### src/rtl/decoder4to16_strobe.sv
// Decodes an accepted 4-bit code onto a registered one-hot strobe held for HOLD_CYCLES, then blanks for GAP_CYCLES.
// Output valid the cycle after the accept edge; in_ready is low outside IDLE, during cancel and during reset.
module decoder4to16_strobe #(
   parameter int unsigned HOLD_CYCLES = 4,
   parameter int unsigned GAP_CYCLES  = 1
) (
   input  logic        clk,
   input  logic        rst_n,
   input  logic [3:0]  in,
   input  logic        in_valid,
   output logic        in_ready,
   input  logic        cancel,
   output logic [15:0] out,
   output logic        busy,
   output logic        done
);

   typedef enum logic [1:0] {
      IDLE = 2'd0,
      HOLD = 2'd1,
      GAP  = 2'd2
   } state_t;

   localparam logic [7:0] HOLD_LOAD = 8'(HOLD_CYCLES - 1);
   // Wraps when GAP_CYCLES is 0, but the GAP state is never entered in that case.
   localparam logic [7:0] GAP_LOAD  = 8'(GAP_CYCLES - 1);

   state_t      state_q, state_d;
   logic [7:0]  cnt_q, cnt_d;
   logic [15:0] out_q, out_d;
   logic        done_q, done_d;
   logic        accept;

   assign in_ready = rst_n & (state_q == IDLE) & ~cancel;
   assign accept   = in_valid & in_ready;

   always_comb begin
      state_d = state_q;
      cnt_d   = cnt_q;
      out_d   = out_q;
      done_d  = 1'b0;
      case (state_q)
         IDLE: begin
            if (accept) begin
               out_d   = 16'h0001 << in;
               state_d = HOLD;
               cnt_d   = HOLD_LOAD;
            end
         end
         HOLD: begin
            // Cancel shares the completion path so the gap is honoured either way.
            if (cancel || (cnt_q == 8'd0)) begin
               out_d  = 16'h0000;
               done_d = ~cancel;
               if (GAP_CYCLES != 0) begin
                  state_d = GAP;
                  cnt_d   = GAP_LOAD;
               end else begin
                  state_d = IDLE;
                  cnt_d   = 8'd0;
               end
            end else begin
               cnt_d = cnt_q - 8'd1;
            end
         end
         GAP: begin
            if (cnt_q == 8'd0) begin
               state_d = IDLE;
            end else begin
               cnt_d = cnt_q - 8'd1;
            end
         end
         default: begin
            state_d = IDLE;
            cnt_d   = 8'd0;
            out_d   = 16'h0000;
         end
      endcase
   end

   always_ff @(posedge clk or negedge rst_n) begin
      if (!rst_n) begin
         state_q <= IDLE;
         cnt_q   <= 8'd0;
         out_q   <= 16'h0000;
         done_q  <= 1'b0;
      end else begin
         state_q <= state_d;
         cnt_q   <= cnt_d;
         out_q   <= out_d;
         done_q  <= done_d;
      end
   end

   assign out  = out_q;
   assign done = done_q;
   assign busy = (state_q != IDLE);

endmodule

### config.mk
export PLATFORM = sky130hd
export DESIGN_NAME = decoder4to16_strobe
export DESIGN_NICKNAME = d
export VERILOG_FILES = /design/src/rtl/decoder4to16_strobe.sv
export SDC_FILE = /design/constraint.sdc
export NUM_CORES = 1
export LEC_CHECK = 0
export BUFFER_PORTS_ARGS = -buffer_cell sky130_fd_sc_hd__clkbuf_2
export CORE_UTILIZATION = 58
export CTS_CLUSTER_DIAMETER = 30
export DETAILED_ROUTE_END_ITERATION = 10
export PLACE_DENSITY = 0.83
export REMOVE_ABC_BUFFERS = 1
export SKIP_CTS_REPAIR_TIMING = 1
export SYNTH_ARGS = -nofsm -noshare
export SYNTH_HDL_FRONTEND = slang
export SYNTH_SLANG_ARGS = --single-unit
### constraint.sdc
create_clock -name clk -period 5.4 [get_ports clk]
set_input_delay 0.27 -clock clk [delete_from_list [all_inputs] [get_ports clk]]
set_output_delay 0.27 -clock clk [all_outputs]
set_load 0.05 [all_outputs]
# Yosys cells after proc, flatten, opt, wreduce, memory -nomap -nowiden
# Index checks and enable logic that the tools add are counted.
# op_classes
n_div	0
n_eq_ne	6
n_reduce_logical	7
n_bitwise	5
muxes	13
n_shift	1
n_lt_le_gt_ge	0
add_sub_neg	1
multipliers	0
# ops
operator	n
$pmux W16 S3	1
$mux W16	2
$mux W8	3
$pmux W8 S3	1
$shl A1 B4 Y16 const A	1
$logic_not A8 Y1	1
$ne A2 B2 Y1 const B	4
$sub A8 B1 Y8 const B	1
$mux W2	3
$pmux W2 S3	1
$reduce_and A3 Y1	2
$and A1 B1 Y1	3
$eq A2 B1 Y1 const B	1
$eq A2 B2 Y1 const B	1
$logic_not A2 Y1	1
$mux W1	2
$not A1 Y1	2
$reduce_and A2 Y1	1
$reduce_bool A2 Y1	1
$logic_or A1 B1 Y1	1
# word_totals
romBits	0
mem_bits_rw	0
wordCells	37
reg_bits	27
latchBits	0
n_memories	0
output_inout_bits	19

# Logic depth before layout (Yosys ltp)
# depth
word_depth	6
ltp_mapped	7

# Least setup slack after synthesis
# OpenSTA, ideal clock, no wires.
# synth_path
path_type	register -> output
from	register state_q[1]
to	output in_ready
path_stages_with_launch	5
n_path_buf	1
setup_slack_ns	3.015
t_arrival_ns	2.115
cell_sequence	dfrtp_1 buf_6 nor2_1 inv_1 nor3b_1
# synth_between
elab_chain_cells	3
# synth_rtl
element	line	rtl
from (decl)	28	state_t state_q, state_d;
from (signal assigned)	88	state_q <= state_d;
$logic_not A2 Y1	34	assign in_ready = rst_n & (state_q == IDLE) & ~cancel;
$and A1 B1 Y1 (2 in a row)	34	
to (decl)	11	output logic in_ready,
# No other way between the ends.

# Worst setup path in the final report
# layout_path
from	register state_q[1]
to	register out_q[8] (netlist: out[8])
# layout_between
elab_chain_cells	6
elab_cells_between_ends	11
# layout_rtl
element	line	rtl
$logic_not A2 Y1	34, 42	
$and A1 B1 Y1 (2 in a row)	34	
$and A1 B1 Y1	35	assign accept = in_valid & in_ready;
$ne A2 B2 Y1 (no source line)	--	
$reduce_and A3 Y1 (no source line)	--	
to (signal assigned)	90	out_q <= out_d;
to (decl)	30	logic [15:0] out_q, out_d;
# Parallel ways exist; a longest one is shown, timed or not.
# A chain may end at the register's enable or synchronous reset.

==> metrics.cfg <==
[outcome]
status = finished with violations
violations = negative hold slack

[worst_setup_path]
r2r_slack_ns = 3.11
r2r_cells = 4
crit_path_start_kind = flop
required_ns = 5.62
path_class = reg -> reg
endpoint_kind = flop
r2r_end = out[8]
cp_max_fo = 34
reg2reg_from = state_q[1]
worstPathArrival_ns = 2.51

[drt]
wl_met1_mm = 1.37
route.detailed.wl_per_inst_um = 16.2
dr_wl_met3_um = 138
drtIter0Drc = 47
postRouteAntennaNets = 0
wirelength_mm = 3.03
route.detailed.drc = 0
wl_met2_mm = 1.47
num_vias = 1196
first_pass_iters = 4
top_layer_used = met4
vias_per_cell = 6.40

[logic_synthesis]
async_flop_share_pct = 100
syn_avg_cell_area_um2 = 10.7
synth_xor_area_share_pct = 0
yosys.area_share.simple_pct = 15.6
syn_area_mm2 = 0.00146
synth_edf_count = 0
yosysSeqAreaShare_pct = 46.2
synth_flop_cell = dfrtp_1
synth-adder-area-share_pct = 1.71
synth.area.mux_share_pct = 5.13
synthCells = 137
synth_top_family_by_area = compound AO/OA/AOI/OAI gates
synth_compound_area_share_pct = 26.3
ys_warn_count = 0
ys_types = 39
synth_seq_cells = 27

[floorplanning]
placeableCoreArea_mm2 = 0.00230
die_x_um = 52.2
die-area_mm2 = 0.00273
die-height_um = 52.2
io_pins = 27
rows = 17
start_util_pct = 63.7

[finish]
design_area_mm2 = 0.00160
seqCellArea_um2 = 676
drive_gt1_share_pct = 26.4
nets = 170
syn2layout_area_growth_pct = 9.58
n_antenna_cell = 0
multiInputGateArea_um2 = 713
nFillCells = 197

[grt]
grt_pass1_wl_mm = 4.96
antenna_found_initial = 0
grtUsageTotal_pct = 25.5
first_global_vias = 1054
grt_overflow = 0
grt_max_degree = 40

[clocking]
tritoncts = done
cts_max_level = 1
clockRootBuffer = clkbuf_4
clkLatencyLatePin_ns = 0.32
numCtsBuffers = 3
clk_pin_slew_ns = 0.13
clockBufferDepth = 2
cts_sinks = 27

[timing]
relSlewSlack_pct = 45.2
slew_violations = 0
period_share_pct = 42.4
clock.fmax_ghz = 0.437
whs_ns = -0.0303
rsz0062_at_grt = no
finalClockSkew_ns = 0.00357
worst_slew_pin_slew_ns = 0.820
fin_tns_setup_ns = 0
fin_crit_ns = 2.29
setup_viol = 0
hold_viol = 27

[power]
irDropWorstVdd_v = 0.000264
p_leak_uw = 0.000727
p_per_area_mw_per_mm2 = 461

[place]
place_congestion = 0.846
dpl.hpwl_mm = 2.13
dpl-instance-area_mm2 = 0.00158
numPortBuffers = 26

[min_path]
hp-class = in -> async

[run]
maxCapViolCount = 0

==> where the power goes <==
part,switching (uW),internal [uW]
clock,55.2,28.9
combinational,216,123
sequential,71.6,245
==> worst max-delay path, stage by stage, from the launching register on <==
cell and delay (ns):
dfrtp_1 0.51, or3b_1 0.47, a21oi_4 0.65, nor2_2 0.18, mux2_1 0.36
==> cell usage after synthesis (2+ instances only) <==
cell type  number  area (um2)
o21bai_1        3        22.5
nand2b_1        3        18.8
o41ai_1        12         105
nand2_1         4        15.0
buf_2           5        25.0
nor3_1          8        40.0
a2111oi_2       2        30.0
buf_6           2        22.5
o21ai_0         3        15.0
dfrtp_1        27         676
nor2_1          4        15.0
o21ai_1        15        75.1
nor3b_1         2        15.0
a21oi_1         6        30.0
nand3_1         3        15.0
ha_1            2        25.0
mux2i_1         3        30.0
a211o_1         2        17.5
o22ai_1         3        18.8
a21o_1          2        15.0
mux2_1          4        45.0
nor2_2          2        12.5
inv_1           4        15.0
==> per-stage QoR <==
stage	util, %	instances	setup WS (ns)	power, uW
2_1_floorplan	-	128	3.02	571
3_3_place_gp	68.6	183	3.17	643
3_5_place_dp	68.6	183	3.08	655
4_1_cts	69.8	187	3.13	740
5_1_grt	69.8	187	2.95	788
6_report	69.8	187	3.11	739
==> kinds of logic after synthesis <==
family / after synthesis
buffers and inverters: 13
AO/OA/AOI/OAI: 53
adder cells (fa/ha/maj): 2
AND/OR/NAND/NOR: 35
multiplexers: 7
flip-flops: 27
==> cells in the final DEF, fill, tap and decap left out, types with 2 or more instances in the layout <==
cell type,synthesis,layout
inv_1,4,4
nand3_1,3,3
o41ai_1,12,12
mux2i_1,3,3
nand2b_1,3,3
a2111oi_2,2,2
ha_1,2,2
nand2_1,4,4
clkbuf_4,0,3
dfrtp_1,27,27
mux2_1,4,4
o21ai_1,15,15
a21oi_1,6,6
nor3_1,8,8
o21ai_0,3,3
o21bai_1,3,3
nor2_1,4,4
clkbuf_2,0,26
a211o_1,2,2
a21o_1,2,2
nor3b_1,2,2
nor2_2,2,2
o22ai_1,3,3
==> layout make-up <==
type,count,share of cell area [%]
sequential,27,42.2
tap,28,2.19
clock buffer,4,1.64
multi-input combinational,97,44.5
timing repair buffer,27,8.59
inverter,4,0.937
==> state kept, by name, indices dropped and copies added, names as in the netlist <==
signal and count:
out 16, state_q 2, cnt_q 8, done 1
==> worst max path at each step <==
stage               startpoint  endpoint  depth (start not counted)
finish              state_q[1]    out[8]                          4
global route          cnt_q[0]    out[8]                          6
CTS                   cnt_q[0]    out[8]                          6
global placement         rst_n   out[10]                          6
floorplan           state_q[1]  in_ready                          3
detailed placement       rst_n    out[8]                          6
==> routing by layer <==
metal  track usage (%)  up-vias
met4              14.5        0
met5                 0        -
li1                  -      571
met1              34.2      585
met2              39.5       36
met3              3.77        4
No activity file was read; power rests on OpenSTA's default activity.
